==> config.mk <==
export PLATFORM = sky130hd
export DESIGN_NAME = alarm_scheduler
export DESIGN_NICKNAME = d
export VERILOG_FILES = /design/src/rtl/alarm_scheduler.sv
export SDC_FILE = /design/constraint.sdc
export NUM_CORES = 1
export LEC_CHECK = 0
export BUFFER_PORTS_ARGS = -buffer_cell sky130_fd_sc_hd__buf_2
export CAP_MARGIN = 10
export CELL_PAD_IN_SITES_DETAIL_PLACEMENT = 1
export CELL_PAD_IN_SITES_GLOBAL_PLACEMENT = 1
export CORE_ASPECT_RATIO = 0.9
export CORE_MARGIN = 3
export CORE_UTILIZATION = 50
export DETAILED_ROUTE_END_ITERATION = 10
export GPL_ROUTABILITY_DRIVEN = 1
export GPL_TIMING_DRIVEN = 0
export PLACE_DENSITY_LB_ADDON = 0.12
export REMOVE_ABC_BUFFERS = 1
export SETUP_SLACK_MARGIN = 0.5
export SYNTH_ARGS = -nofsm -noshare
export SYNTH_HDL_FRONTEND = slang
export SYNTH_SLANG_ARGS = --single-unit
==> constraint.sdc <==
create_clock -name clk_1s -period 3.4 [get_ports clk_1s]
set_input_delay 0.51 -clock clk_1s [delete_from_list [all_inputs] [get_ports clk_1s]]
set_output_delay 0.51 -clock clk_1s [all_outputs]
set_load 0.02 [all_outputs]
==> src/rtl/alarm_scheduler.sv <==
// alarm_scheduler: multi-slot alarm controller running on the 1 Hz tick.
// Holds NUM_ALARMS alarm times. Each time has an armed bit. Every alarm time is
// compared against the running BCD clock, and a ring/snooze FSM drives the
// registered alarm output.
// Optional feature macro: SNOOZE_EN. When it is defined, the snooze input, the
// SNOOZE state and the snooze counter are built. When it is undefined, the
// snooze input is ignored and the SNOOZE state cannot be reached.
module alarm_scheduler #(
   parameter  int NUM_ALARMS       = 4,
   parameter  int SNOOZE_SEC       = 300,
   parameter  int RING_TIMEOUT_SEC = 60,
   localparam int SW               = $clog2(NUM_ALARMS)
) (
   input  logic          clk_1s,
   input  logic          areset,
   input  logic [13:0]   cur_hm,
   input  logic [7:0]    cur_sec,
   input  logic          wr_en,
   input  logic [SW-1:0] wr_slot,
   input  logic [13:0]   wr_time,
   input  logic          wr_arm,
   input  logic          al_on,
   input  logic          stop,
   input  logic          snooze,
   output logic          alarm,
   output logic [SW-1:0] active_slot,
   output logic [1:0]    state
);

   typedef enum logic [1:0] {
      ST_IDLE   = 2'd0,
      ST_RING   = 2'd1,
      ST_SNOOZE = 2'd2
   } state_t;

   localparam logic [7:0] RING_LAST = 8'(RING_TIMEOUT_SEC - 1);

   logic [13:0]           slot_time_r [NUM_ALARMS];
   logic [NUM_ALARMS-1:0] slot_arm_r;
   logic                  wr_valid_s;
   logic                  match_any_s;
   logic [SW-1:0]         match_idx_s;

   state_t                state_r;
   state_t                next_state_s;
   logic [7:0]            ring_cnt_r;
   logic [7:0]            next_ring_cnt_s;
   logic [SW-1:0]         active_slot_r;
   logic [SW-1:0]         next_active_s;
   logic                  alarm_r;

`ifdef SNOOZE_EN
   localparam logic [8:0] SNZ_LOAD = 9'(SNOOZE_SEC - 1);
   logic [8:0]            snz_cnt_r;
   logic [8:0]            next_snz_cnt_s;
`else
   // The snooze input and duration have no function in this build.
   logic [9:0]            snooze_unused_s;
   assign snooze_unused_s = {snooze, 9'(SNOOZE_SEC)};
`endif

   // Slot indices past the configured count are dropped. This only matters
   // when NUM_ALARMS is not a power of two.
   assign wr_valid_s = (int'(wr_slot) < NUM_ALARMS);

   // Slot storage: load the time and armed flag of one slot on a valid write strobe.
   always_ff @(posedge clk_1s or posedge areset) begin
      if (areset) begin
         for (int i = 0; i < NUM_ALARMS; i++) begin
            slot_time_r[i] <= 14'h0000;
         end
         slot_arm_r <= '0;
      end else if (wr_en && wr_valid_s) begin
         slot_time_r[wr_slot] <= wr_time;
         slot_arm_r[wr_slot]  <= wr_arm;
      end
   end

   // Match detect: find the lowest-index armed slot equal to hh:mm:00 while enabled.
   always_comb begin
      match_any_s = 1'b0;
      match_idx_s = '0;
      for (int i = NUM_ALARMS - 1; i >= 0; i--) begin
         if (slot_arm_r[i] && (slot_time_r[i] == cur_hm) && (cur_sec == 8'h00) && al_on) begin
            match_any_s = 1'b1;
            match_idx_s = SW'(i);
         end else begin
            match_any_s = match_any_s;
            match_idx_s = match_idx_s;
         end
      end
   end

   // Next-state logic: move between IDLE, RING and SNOOZE and update the counters.
   always_comb begin
      next_state_s    = state_r;
      next_ring_cnt_s = ring_cnt_r;
      next_active_s   = active_slot_r;
`ifdef SNOOZE_EN
      next_snz_cnt_s  = snz_cnt_r;
`endif
      case (state_r)
         ST_IDLE: begin
            // A stop in this state has no effect, so a match at the same edge starts a ring.
            if (match_any_s) begin
               next_state_s    = ST_RING;
               next_active_s   = match_idx_s;
               next_ring_cnt_s = 8'd0;
            end else begin
               next_state_s = ST_IDLE;
            end
         end
         ST_RING: begin
            if (stop || !al_on) begin
               next_state_s = ST_IDLE;
`ifdef SNOOZE_EN
            end else if (snooze) begin
               next_state_s   = ST_SNOOZE;
               next_snz_cnt_s = SNZ_LOAD;
`endif
            end else if (ring_cnt_r == RING_LAST) begin
               next_state_s = ST_IDLE;
            end else begin
               next_ring_cnt_s = ring_cnt_r + 8'd1;
            end
         end
         ST_SNOOZE: begin
`ifdef SNOOZE_EN
            // A snooze request in this state is ignored.
            if (stop || !al_on) begin
               next_state_s = ST_IDLE;
            end else if (snz_cnt_r == 9'd0) begin
               next_state_s    = ST_RING;
               next_ring_cnt_s = 8'd0;
            end else begin
               next_snz_cnt_s = snz_cnt_r - 9'd1;
            end
`else
            next_state_s = ST_IDLE;
`endif
         end
         default: begin
            next_state_s = ST_IDLE;
         end
      endcase
   end

   // State register: alarm is taken from the next state, so it has no glitches and shows
   // the same edge.
   always_ff @(posedge clk_1s or posedge areset) begin
      if (areset) begin
         state_r       <= ST_IDLE;
         ring_cnt_r    <= 8'd0;
         active_slot_r <= '0;
         alarm_r       <= 1'b0;
      end else begin
         state_r       <= next_state_s;
         ring_cnt_r    <= next_ring_cnt_s;
         active_slot_r <= next_active_s;
         alarm_r       <= (next_state_s == ST_RING);
      end
   end

`ifdef SNOOZE_EN
   // Snooze countdown register.
   always_ff @(posedge clk_1s or posedge areset) begin
      if (areset) begin
         snz_cnt_r <= 9'd0;
      end else begin
         snz_cnt_r <= next_snz_cnt_s;
      end
   end
`endif

   assign alarm       = alarm_r;
   assign active_slot = active_slot_r;
   assign state       = state_r;

endmodule

# Word-level counts from Yosys, hierarchy flattened
# Cells that the tools add are included.
# word_totals
ff_bits	73
latch_bits	0
mem_bits_rw	0
romBits	0
input_bits	45
out_inout_bits	5
wordCells	68
n_memories	0
# classes
add_sub_neg	1
multipliers	0
div_mod_pow	0
order_cmp	4
n_eq_ne	10
n_shift	0
muxes	22
bitwise_logic	1
n_reduce_logical	21
# op_table
cell	n
bitwise mux 56 bit	1
equality test 14 bit	4
demux 14 bit (select 2 bit)	1
2-to-1 mux 8 bit	3
one-hot mux 8 bit (2 select lines)	1
logical AND 1 bit	14
2-to-1 mux 14 bit	1
2-to-1 mux 2 bit	6
adder 8 x 1 -> 8 bit (second input constant)	1
equality test 8 x 6 -> 1 bit (second input constant)	1
logical NOT 8 bit	1
2-to-1 mux 1 bit	6
inequality test 2 bit (second input constant)	3
bitwise mux 4 bit	1
equality test 2 x 1 -> 1 bit (second input constant)	2
one-hot mux 2 bit (2 select lines)	1
AND reduction 4 bit	1
>= comparator 3 bit (second input constant)	1
less-than comparator 2 x 3 -> 1 bit (second input constant)	1
less-than comparator 3 x 1 -> 1 bit (second input constant)	1
inverter 2 -> 3 bit	1
demux 1 bit (select 2 bit)	1
>= comparator 2 x 1 -> 1 bit (second input constant)	1
logical NOT 2 bit	1
other kinds (4)	4

# Longest topological paths before layout
# Gate-level depths: netlist (run 1).
# logic_depth
ltp_word	11
mapped_depth	7

# Least setup slack after synthesis (run 1)
# No wires, ideal clock.
# synth_timing
path_kind	input to register
from	input cur_hm[12]
to	register ring_cnt_r[6]
setup_time_ns	0.134
arrival_ns	1.588
path_slack_ns	1.677
stages	7
path_buffers	1
path_cell_list	buf_4 > xnor2_1 > nand4_1 > nor4_1 > o21ai_1 > nand3_4 > o221ai_2
# synth_between
elab_chain_cells	10
word_cells_on_any_way	22
classes_between	eq/ne: 5; mux: 4; reduce/logical: 13
# synth_rtl
item	line_no	rtl
from (decl)	16	input logic [13:0] cur_hm,
equality test 14 bit	84	if (slot_arm_r[i] && (slot_time_r[i] == cur_hm) && (cur_sec == 8'h00) && al_on) begin
logical AND 1 bit (3 in series)	84	
2-to-1 mux 1 bit (3 in series)	84	
2-to-1 mux 1 bit *	84	
inequality test 2 bit (no source line) *	-	
AND reduction 4 bit (no source line) *	-	
to (signal assigned)	158	ring_cnt_r <= next_ring_cnt_s;
to (decl)	46	logic [7:0] ring_cnt_r;
# Mark *: on every way between the ends. The rest lies on a longest branch, timed or not.
# A chain may end at the register's enable or synchronous reset.

# Worst setup path in the final report (run 1)
# layout_timing
from	register slot_time_r[16] (netlist bit)
to	register ring_cnt_r[0]
# layout_between
elab_chain_cells	9
# layout_rtl
item	line_no	rtl
from (decl)	38	logic [13:0] slot_time_r [NUM_ALARMS];
from (signal, indexed assignment)	74	slot_time_r[wr_slot] <= wr_time;
equality test 14 bit	84	
logical AND 1 bit (3 in series)	84	
2-to-1 mux 1 bit (3 in series)	84	
inequality test 2 bit (no source line)	-	
AND reduction 4 bit (no source line)	-	
# No other way between the ends.

==> run_results.csv, run 1 <==
group,metric,value,unit
status,outcome,"finished, final reports clean",
timing,finalHoldViolations,0,
global_route,grt_pass1_vias,2619,
clock_tree,cts_buffers,9,
logic_synthesis,synthTopCellsByCount,"73 x dfrtp_1, 60 x mux2_2, 54 x xnor2_1",
clock_tree,hold_buffers,0,
logic_synthesis,yosys.area_share.simple,11.24,%
logic_synthesis,yosysMostFrequentCell,"dfrtp_1",
die,core,7184,µm²
finish,drive_above_1_share,40.06,%
worst_hold_path,hp-class,"in -> async",
finish,multi_input_area,1757,µm²
clock_tree,tritoncts,"done",
route,drt_iter0_drc,113,
logic_synthesis,synth_top_area_cell,"dfrtp_1",
clock_tree,clk_path_buf_depth,2,
timing,fmax,512.1,MHz
die,num_io_pins,50,
logic_synthesis,synth_cell_types,40,
timing,whs,0.1557,ns
timing,rsz0062_at_grt,"false",
logic_synthesis,synth_cells,300,
logic_synthesis,synth_top_flop_cell,"dfrtp_1",
worst_setup_path,crit_chain,"xnor2_1 > nand4_1 > nor4_2 > o21ai_2 > nand3_4 > mux2i_1",
logic_synthesis,syn_area,3761,µm²
global_route,gr-usage-all-layers,21.36,%
logic_synthesis,synth_xor_area_share,13.44,%
clock_tree,clk_pin_slew,0.08,ns
worst_setup_path,end_kind,"register",
timing,finClkSkew,0.01217,ns
flow_run,cap_violations,0,
placed_design,pre_cts_ws,1.244,ns
timing,period_needed,1.953,ns
global_route,grt_start_max_net_pins,42,
worst_setup_path,startpoint,"slot_time_r[16]",
global_route,grt_pass1_wl,13960,µm
worst_setup_path,reg2reg_from,"slot_time_r[16]",
route,vias,2478,
timing,setup_viol,0,
placed_design,placed_area,4011,µm²
logic_synthesis,muxShareOfSynthArea,18.23,%
placed_design,dp_hpwl,6184,µm
clock_tree,cts_root_buffer,"clkbuf_8",
timing,relSlewSlack,34.30,%
timing,fin_crit_sh,57.44,%
finish,register_area,1827,µm²
global_route,antenna_found_initial,0,
worst_setup_path,arrival,2.18,ns
finish,post-route-util,59.04,%
logic_synthesis,synth-edff-count,0,
placed_design,gp_congestion,0.8156,
logic_synthesis,synth_area_leaders,"dfrtp_1 49%, mux2_2 18%, xnor2_1 13%, nand4_1 3.3%, buf_6 2.1%",
logic_synthesis,synth_top_area_share,48.57,%
worst_setup_path,cp_max_fo,8,
finish,fillers,758,
die,fp.dieArea,8600,µm²
timing,worst_pin_slew,0.9825,ns
logic_synthesis,avgSynthCellArea,12.54,µm²
global_route,grt_overflow,0,
logic_synthesis,synth-seq-cells,73,
route,wl,8499,µm
clock_tree,ctsResizeCount,0,
clock_tree,insertion_delay,0.36,ns
clock_tree,htreeDepth,3,
die,rows,29,
finish,antenna_cells,0,
clock_tree,cts_setup_buffers,0,
logic_synthesis,ys.warnings.count,0,
worst_setup_path,cp_slowest_cell,"xnor2_1",
route,drcViolationCount,0,
worst_setup_path,slowest_delay,0.41,ns
route,viasPerCell,5.632,
timing,slew_viol_final,0,
route,routedWlPerCell,19.32,µm
logic_synthesis,async_flop_share,100.0,%
worst_setup_path,cp_data_required_time,3.63,ns
worst_setup_path,critPathLaunchType,"register",
logic_synthesis,synth_compound_area_share,3.360,%
worst_setup_path,crit_type,"reg -> reg",
power_and_ir_drop,total_leakage_power,1.739,nW
logic_synthesis,ys_seq_area_share,48.57,%
logic_synthesis,post_synth_fa_ha_maj_area_fraction,0.3327,%
finish,finalInstanceArea,4242,µm²
clock_tree,clock_sinks,73,
route,firstDrtPassIters,4,
placed_design,portBuffers,48,
power_and_ir_drop,p_per_area,552.3,nW/µm²
finish,nets,388,
timing,setup_tns,0,ns
logic_synthesis,synth_top_family_by_area,"multiplexers",
power_and_ir_drop,vdd_drop_max,0.3533,mV
die,die_h,88.28,µm
timing,setup_ws,1.447,ns
die,die_x,97.42,µm
die,initial_utilization,52.35,%
finish,layout-area-overhead-vs-synth,12.77,%
route,drtAntennaViolNets,0,
==> cells by family (layout without fill, tap and decap cells) <==
| kind of cell | Yosys count | after routing |
|---|---|---|
| fa+ha+maj | 1 | 1 |
| simple gates | 60 | 60 |
| flops | 73 | 73 |
| compound gates | 19 | 19 |
| buf+inv | 29 | 76 |
| xor+xnor | 56 | 56 |
| mux | 61 | 61 |
| other cells | 1 | 1 |
==> worst max-delay path, delay by kind of cell (launching register included) <==
family           cells  cell delay [ns]
XOR/XNOR             1             0.41
flip-flops           1             0.40
AO/OA/AOI/OAI        1             0.17
AND/OR/NAND/NOR      3             0.74
multiplexers         1             0.10
==> placed cells by master (no fill, tap or decap), drive strengths merged, types with 2 or more instances in the layout <==
cell type,n
dfrtp,73
mux2,60
xnor2,56
buf,50
nand4,20
nand3,12
clkbuf,12
inv,10
o21ai,9
nor4,7
nor3,5
a31oi,5
nand2,3
or4,3
nand3b,2
clkinvlp,2
bufinv,2
a21boi,2
==> power breakdown <==
part	switching [mW]	internal, mW	total, mW	leakage [nW]
Combinational	0.216	0.246	0.462	0.783
Sequential	0.0951	1.00	1.10	0.847
Clock	0.327	0.454	0.781	0.109
==> path summary, 6_finish.rpt <==
path                                        end  slack (ns)  cells past startpoint
max in group asynchronous       slot_time_r[53]        2.67                      3
worst max-delay path              ring_cnt_r[0]        1.45                      6
worst max register to register    ring_cnt_r[0]        1.45                      6
min in group clk_1s             slot_time_r[26]        0.43                      2
worst min register to register   active_slot[0]        0.51                      2
worst min-delay path              slot_arm_r[0]        0.16                      2
==> final cells by class <==
class	instances	area share (%)
clock buffers	12	3.658
clock inverters	4	1.770
repair buffers	50	6.401
multi-input cells	198	41.42
well taps	93	2.743
flip-flops and latches	73	43.07
inverters	10	0.9440
==> sequential cells by signal (all words and copies together) (netlist names) <==
signal       cells
active_slot      2
state            2
slot_time_r     56
slot_arm_r       4
ring_cnt_r       8
alarm            1
==> metal layers <==
layer	share of wire [%]	vias up	routed length, µm	global-route usage [%]
met5	0	-	0	0
met4	1.4	0	119	7.421
met3	4.4	11	372	5.595
met2	47	55	4030	34.79
met1	47	1269	3977	28.16
li1	-	1143	-	-
==> stage by stage <==
stage          instances  power, mW
2_1_floorplan        281      1.414
3_3_place_gp         422      1.546
3_5_place_dp         424      1.574
4_1_cts              440      2.369
5_1_grt              440      2.465
6_report             440      2.343
No activity file was read; power rests on OpenSTA's default activity.
==> run 2, diff against run 1 <==
CORE_UTILIZATION = 47   (was 50)
clock period = 1.9 ns   (was 3.4 ns; I/O delays follow)
==> run 2 against run 1 <==
Against the previous run:
- non-clock buffer count increased by 11
- cell area grew 9.1%
- routed wire length is 7.4% higher
- power increased by 81%
- combinational power grew 100%
- utilization grew 1.4 points
- setup slack worse by 1.3 ns
- clock power grew 66%
==> run_results.csv, run 2 (synthesized netlist as in run 1, its figures left out) <==
group,metric,value,unit
timing,slew_viol_final,0,
timing,period_needed,1.733,ns
clock_tree,cts_buffers,9,
timing,setup_viol,0,
finish,largest_reg_flops,56,
timing,fmax,577.0,MHz
timing,rsz0062_at_grt,"true",
worst_setup_path,crit_type,"reg -> reg",
finish,fillers,787,
global_route,gr-usage-all-layers,20.63,%
route,top_layer,"met4",
global_route,grt_overflow,0,
worst_setup_path,arrival,2.01,ns
finish,final_cell_mix,"73 x dfrtp_1, 60 x mux2_2, 48 x buf_2, 31 x xnor2_1, 25 x xnor2_2",
finish,layout-area-overhead-vs-synth,23.05,%
power_and_ir_drop,pwr-share-comb,22.3,%
finish,nets,400,
flow_run,cap_violations,0,
die,core,7657,µm²
placed_design,gp_congestion,0.8525,
route,wl,9130,µm
power_and_ir_drop,total_leakage_power,2.014,nW
placed_design,dp_hpwl,6359,µm
die,initial_utilization,49.12,%
finish,post-route-util,60.44,%
power_and_ir_drop,p_per_area,917.4,nW/µm²
finish,final_common_cell,"dfrtp_1",
route,routed-wl-met3,331,µm
route,viasPerCell,5.600,
placed_design,portBuffers,48,
die,rows,30,
global_route,grt_pass1_vias,2803,
timing,relSlewSlack,63.63,%
route,drt_iter0_drc,60,
finish,antenna_cells,0,
status,outcome,"finished, final reports clean",
worst_setup_path,end_kind,"register",
power_and_ir_drop,p_clk_share,30.5,%
clock_tree,clock_sinks,73,
global_route,grt_pass1_wl,14270,µm
clock_tree,htreeDepth,3,
power_and_ir_drop,vdd_drop_max,0.4830,mV
global_route,antenna_found_initial,0,
worst_setup_path,cp_data_required_time,2.17,ns
power_and_ir_drop,p_int,2.956,mW
finish,top_register,"slot_time_r",
global_route,grt_start_max_net_pins,51,
clock_tree,insertion_delay,0.36,ns
power_and_ir_drop,netSwitchingFraction,30.39,%
route,routedWlPerCell,20.07,µm
clock_tree,cts_root_buffer,"clkbuf_8",
route,wl_met2,4760,µm
clock_tree,clk_path_buf_depth,2,
timing,worst_pin_slew,0.5450,ns
timing,fin_crit_sh,91.22,%
power_and_ir_drop,switchingPower,1.290,mW
route,drcViolationCount,0,
die,die_h,90.87,µm
finish,drive_above_1_share,51.53,%
route,m1WireLength,3954,µm
power_and_ir_drop,finalPower,4.246,mW
clock_tree,clk_pin_slew,0.09,ns
worst_hold_path,hp-class,"in -> reg",
die,die_x,100.3,µm
worst_setup_path,critPathLaunchType,"register",
timing,finClkSkew,0.01253,ns
route,firstDrtPassIters,4,
die,num_io_pins,50,
route,drtAntennaViolNets,0,
clock_tree,tritoncts,"done",
finish,reg.largest.list,"slot_time_r: 56 flops, ring_cnt_r: 8 flops, slot_arm_r: 4 flops",
route,vias,2548,
die,fp.dieArea,9113,µm²
worst_setup_path,cp_max_fo,5,
timing,finalHoldViolations,0,
power_and_ir_drop,p_seq_share,47.2,%
run 2: what timing repair did:
| action | CTS | global route |
|---|---|---|
| setup buffers | 6 | 4 |
| setup endpoints to repair | 50 | 27 |
| cloned | 1 | 0 |
| pin swaps | 7 | 13 |
| hold buffers | 1 | 0 |
| hold endpoints to repair | 23 | 0 |
| gates resized for setup | 21 | 21 |
run 2: power by group through the flow:
stage               Sequential, mW  Clock, mW  Combinational [mW]
finish                        2.00       1.30               0.947
global placement              1.98          0               0.792
detailed placement            2.00          0               0.824
global route                  2.03       1.39                1.02
floorplan                     1.96          0               0.575
CTS                           1.98       1.33               0.885
run 2: final timing paths:
path	start	end	slack (ns)	depth (start not counted)
max	slot_time_r[26]	ring_cnt_r[6]	0.17	6
min	wr_time[7]	slot_time_r[35]	0.19	2
max reg2reg	slot_time_r[26]	ring_cnt_r[6]	0.17	6
min reg2reg	active_slot[1]	active_slot[1]	0.52	2
max in group asynchronous	areset	slot_time_r[4]	0.90	4
min in group asynchronous	areset	slot_time_r[5]	0.44	3
run 2: layout make-up:
type / count / area [µm²] / share of cell area [%]
inverter: 10 / 40.04 / 0.8651
timing repair buffer: 61 / 376.6 / 8.137
tap: 96 / 120.1 / 2.595
multi-input combinational: 199 / 2057 / 44.44
sequential: 73 / 1827 / 39.47
clock buffer: 9 / 123.9 / 2.676
clock inverter: 7 / 83.83 / 1.811
run 2: worst max-delay path: stages, from the launching register on:
cell	delay (ns)
dfrtp_1	0.39
xnor2_1	0.25
nand4_1	0.19
nor4_4	0.39
o21ai_4	0.12
and2_4	0.19
o221ai_2	0.12
run 2: routing by layer:
layer / GRT usage, % / vias to the layer above
li1: - / 1181
met1: 26.20 / 1319
met2: 34.22 / 40
met3: 5.560 / 8
met4: 6.285 / 0
met5: 0 / -
run 2: metrics by stage:
| stage | cell area, µm² | instances | TNS [ns] | worst slack [ns] | hold slack [ns] |
|---|---|---|---|---|---|
| CTS | 4449 | 451 | 0 | 0.1552 | 0.1755 |
| global placement | 3981 | 425 | -91.25 | -1.214 | 0.4869 |
| global route | 4628 | 455 | 0 | 0.05229 | 0.1812 |
| detailed placement | 4023 | 427 | -0.07679 | -0.04356 | 0.2876 |
| finish | 4628 | 455 | 0 | 0.1667 | 0.1900 |
| floorplan | 3621 | 281 | -17.39 | -0.2383 | 0.4356 |
==> run 3, diff against run 2 <==
ABC_AREA = 1   (was unset)
CORE_ASPECT_RATIO = unset   (was 0.9)
CORE_MARGIN = unset   (was 3)
CORE_UTILIZATION = 41   (was 47)
==> run 3 against run 2 <==
Against the previous run:
- register-to-register slack gained 0.10 ns
- combinational power grew 5.4%
- first-iteration DRC count grew to 3.0 times the previous value
- critical path type unchanged
- critical endpoint is now ring_cnt_r[3]
- largest power group unchanged
==> run_results.csv, run 3 <==
group,metric,value,unit
finish,multi_input_area,2291,µm²
die,num_io_pins,50,
die,die_h,105.5,µm
logic_synthesis,synth-seq-cells,73,
timing,slew_viol_final,0,
clock_tree,hold_buffers,0,
clock_tree,tritoncts,"done",
placed_design,gp_congestion,0.9417,
global_route,grt_start_max_net_pins,74,
power_and_ir_drop,vdd_drop_max,0.4143,mV
flow_run,cap_violations,0,
worst_setup_path,arrival,1.93,ns
timing,fin_crit_sh,85.89,%
finish,fillers,1432,
logic_synthesis,async_flop_share,100.0,%
logic_synthesis,synth_cell_types,29,
finish,layout-area-overhead-vs-synth,17.44,%
logic_synthesis,syn_area,4390,µm²
die,initial_utilization,42.34,%
placed_design,portBuffers,48,
finish,final_cell_mix,"256 x nand2_1, 92 x inv_1, 73 x dfrtp_1, 72 x nor2_1, 66 x o21ai_0",
logic_synthesis,synth_top_area_share,41.61,%
clock_tree,cts_buffers,9,
route,wl,13880,µm
worst_setup_path,endpoint,"ring_cnt_r[3]",
worst_setup_path,startpoint,"slot_time_r[21]",
die,core,10370,µm²
worst_setup_path,end_kind,"register",
clock_tree,cts_root_buffer,"clkbuf_8",
die,rows,37,
finish,drive_above_1_share,16.01,%
route,drtAntennaViolNets,0,
placed_design,pre_cts_ws,-0.1229,ns
logic_synthesis,synth_top_area_cell,"dfrtp_1",
finish,fin_cells,873,
timing,setup_ws,0.2681,ns
timing,setup_viol,0,
finish,antenna_cells,0,
placed_design,dp_hpwl,10520,µm
clock_tree,clk_pin_slew,0.08,ns
logic_synthesis,yosysMostFrequentCell,"nand2_1",
logic_synthesis,ys_seq_area_share,41.61,%
worst_setup_path,critPathLaunchType,"register",
worst_setup_path,ff2ff_path_depth,12,
placed_design,dp.cells,847,
logic_synthesis,synth_top_flop_cell,"dfrtp_1",
logic_synthesis,synth_area_leaders,"dfrtp_1 42%, nand2_1 24%, inv_1 8.0%, o21ai_0 7.6%, nor2_1 6.8%",
clock_tree,clock_sinks,73,
route,drcViolationCount,0,
worst_setup_path,crit_type,"reg -> reg",
power_and_ir_drop,total_leakage_power,2.903,nW
logic_synthesis,synth_cells,680,
logic_synthesis,avgSynthCellArea,6.457,µm²
global_route,grt_pass1_wl,22720,µm
global_route,grt_pass1_vias,4515,
worst_setup_path,reg2reg_to,"ring_cnt_r[3]",
timing,finalHoldViolations,0,
finish,nets,779,
timing,worst_pin_slew,0.9307,ns
route,vias,4316,
worst_setup_path,reg2reg_from,"slot_time_r[21]",
worst_hold_path,hp-class,"in -> async",
power_and_ir_drop,finalPower,4.296,mW
route,firstDrtPassIters,4,
status,outcome,"finished, final reports clean",
logic_synthesis,synthTopCellsByCount,"276 x nand2_1, 93 x inv_1, 79 x nor2_1",
clock_tree,insertion_delay,0.37,ns
global_route,grt_overflow,0,
timing,finClkSkew,0.01815,ns
route,routedWlPerCell,15.90,µm
logic_synthesis,synth-edff-count,0,
power_and_ir_drop,p_per_area,833.3,nW/µm²
die,die_x,105.5,µm
worst_setup_path,cp_data_required_time,2.20,ns
route,drt_iter0_drc,177,
finish,reg.largest.list,"slot_time_r: 56 flops, ring_cnt_r: 8 flops, slot_arm_r: 4 flops",
clock_tree,htreeDepth,3,
finish,largest_reg_flops,56,
finish,top_register,"slot_time_r",
timing,period_needed,1.632,ns
route,viasPerCell,4.944,
worst_setup_path,r2r_setup_slack,0.27,ns
die,fp.dieArea,11130,µm²
finish,final_common_cell,"nand2_1",
logic_synthesis,ys.warnings.count,0,
timing,fmax,612.8,MHz
finish,register_area,1827,µm²
global_route,gr-usage-all-layers,26.82,%
worst_setup_path,cp_max_fo,6,
timing,rsz0062_at_grt,"true",
timing,relSlewSlack,37.96,%
global_route,antenna_found_initial,0,
clock_tree,clk_path_buf_depth,2,
## run 3: cell types whose count changed after synthesis, sizes merged, moves of 15 or more
cell | before | now
inv | 10 | 95
nand2 | 3 | 278
clkbuf | 0 | 15
xnor2 | 56 | 8
o21ai | 9 | 67
buf | 19 | 2
mux2 | 60 | 0
nor2 | 1 | 80
## run 3: area by class of cell
| class | count | area share [%] |
|---|---|---|
| multi-input cells | 498 | 44.43 |
| flip-flops and latches | 73 | 35.43 |
| inverters | 95 | 6.964 |
| repair buffers | 56 | 5.824 |
| well taps | 136 | 3.300 |
| clock buffers | 10 | 2.475 |
| clock inverters | 5 | 1.577 |
## run 3: worst min-delay path by stage
stage	start	endpoint	cells past startpoint
after global routing	areset	slot_time_r[26]	2
after global placement	slot_arm_r[1]	slot_arm_r[1]	2
after CTS	areset	slot_time_r[54]	2
after floorplan	slot_arm_r[1]	slot_arm_r[1]	2
after detailed placement	slot_arm_r[1]	slot_arm_r[1]	2
final	areset	slot_time_r[26]	2
## run 3: stage by stage
step	area, µm²	TNS, ns	hold slack (ns)	util (%)
global route	5156	0	0.1997	49.72
CTS	5095	0	0.1590	49.13
finish	5156	0	0.08701	49.72
floorplan	4303	-17.39	0.4534	-
detailed placement	4716	-0.8223	0.4906	45.48
global placement	4713	-80.83	0.4718	45.45
## run 3: layer usage
layer | GRT usage, % | wire [µm] | up-vias
li1 | - | - | 2193
met1 | 34.57 | 6569 | 2037
met2 | 46.10 | 6695 | 66
met3 | 4.205 | 356 | 20
met4 | 8.249 | 257 | 0
met5 | 0 | 0 | -
## run 3: critical path, cell delays in order, from the launching register on
cell	delay, ns
dfrtp_1	0.39
inv_1	0.06
nand2_2	0.08
nand2_2	0.06
nor2_2	0.13
nand2_1	0.09
nor2_2	0.14
nand3_1	0.10
nand2_2	0.15
nand2_4	0.11
nand3_4	0.14
nand2_1	0.07
nand2_1	0.06
## run 3: report_power, final
part / internal (mW) / switching (mW) / leakage (nW) / total [mW]
clock: 0.733 / 0.609 / 0.102 / 1.34
combinational: 0.366 / 0.632 / 1.87 / 0.998
sequential: 1.76 / 0.199 / 0.928 / 1.96
## run 3: timing repair
item                       4_1_cts  5_1_grt
pin swaps                       10        6
gates resized for setup         25       16
gates cloned                     3        0
setup endpoints to repair       37       40
buffers inserted                 5        3
## run 3: kinds of logic after synthesis
| kind of cell | after synthesis | share of synthesized area, % |
|---|---|---|
| and+or+nand+nor | 406 | 37.13 |
| AOI/OAI and AO/OA | 78 | 8.977 |
| adders and majority gates | 1 | 0.2849 |
| buffers and inverters | 112 | 10.12 |
| other | 1 | 0.08541 |
| xor gates and xnor gates | 9 | 1.795 |
| DFF | 73 | 41.61 |
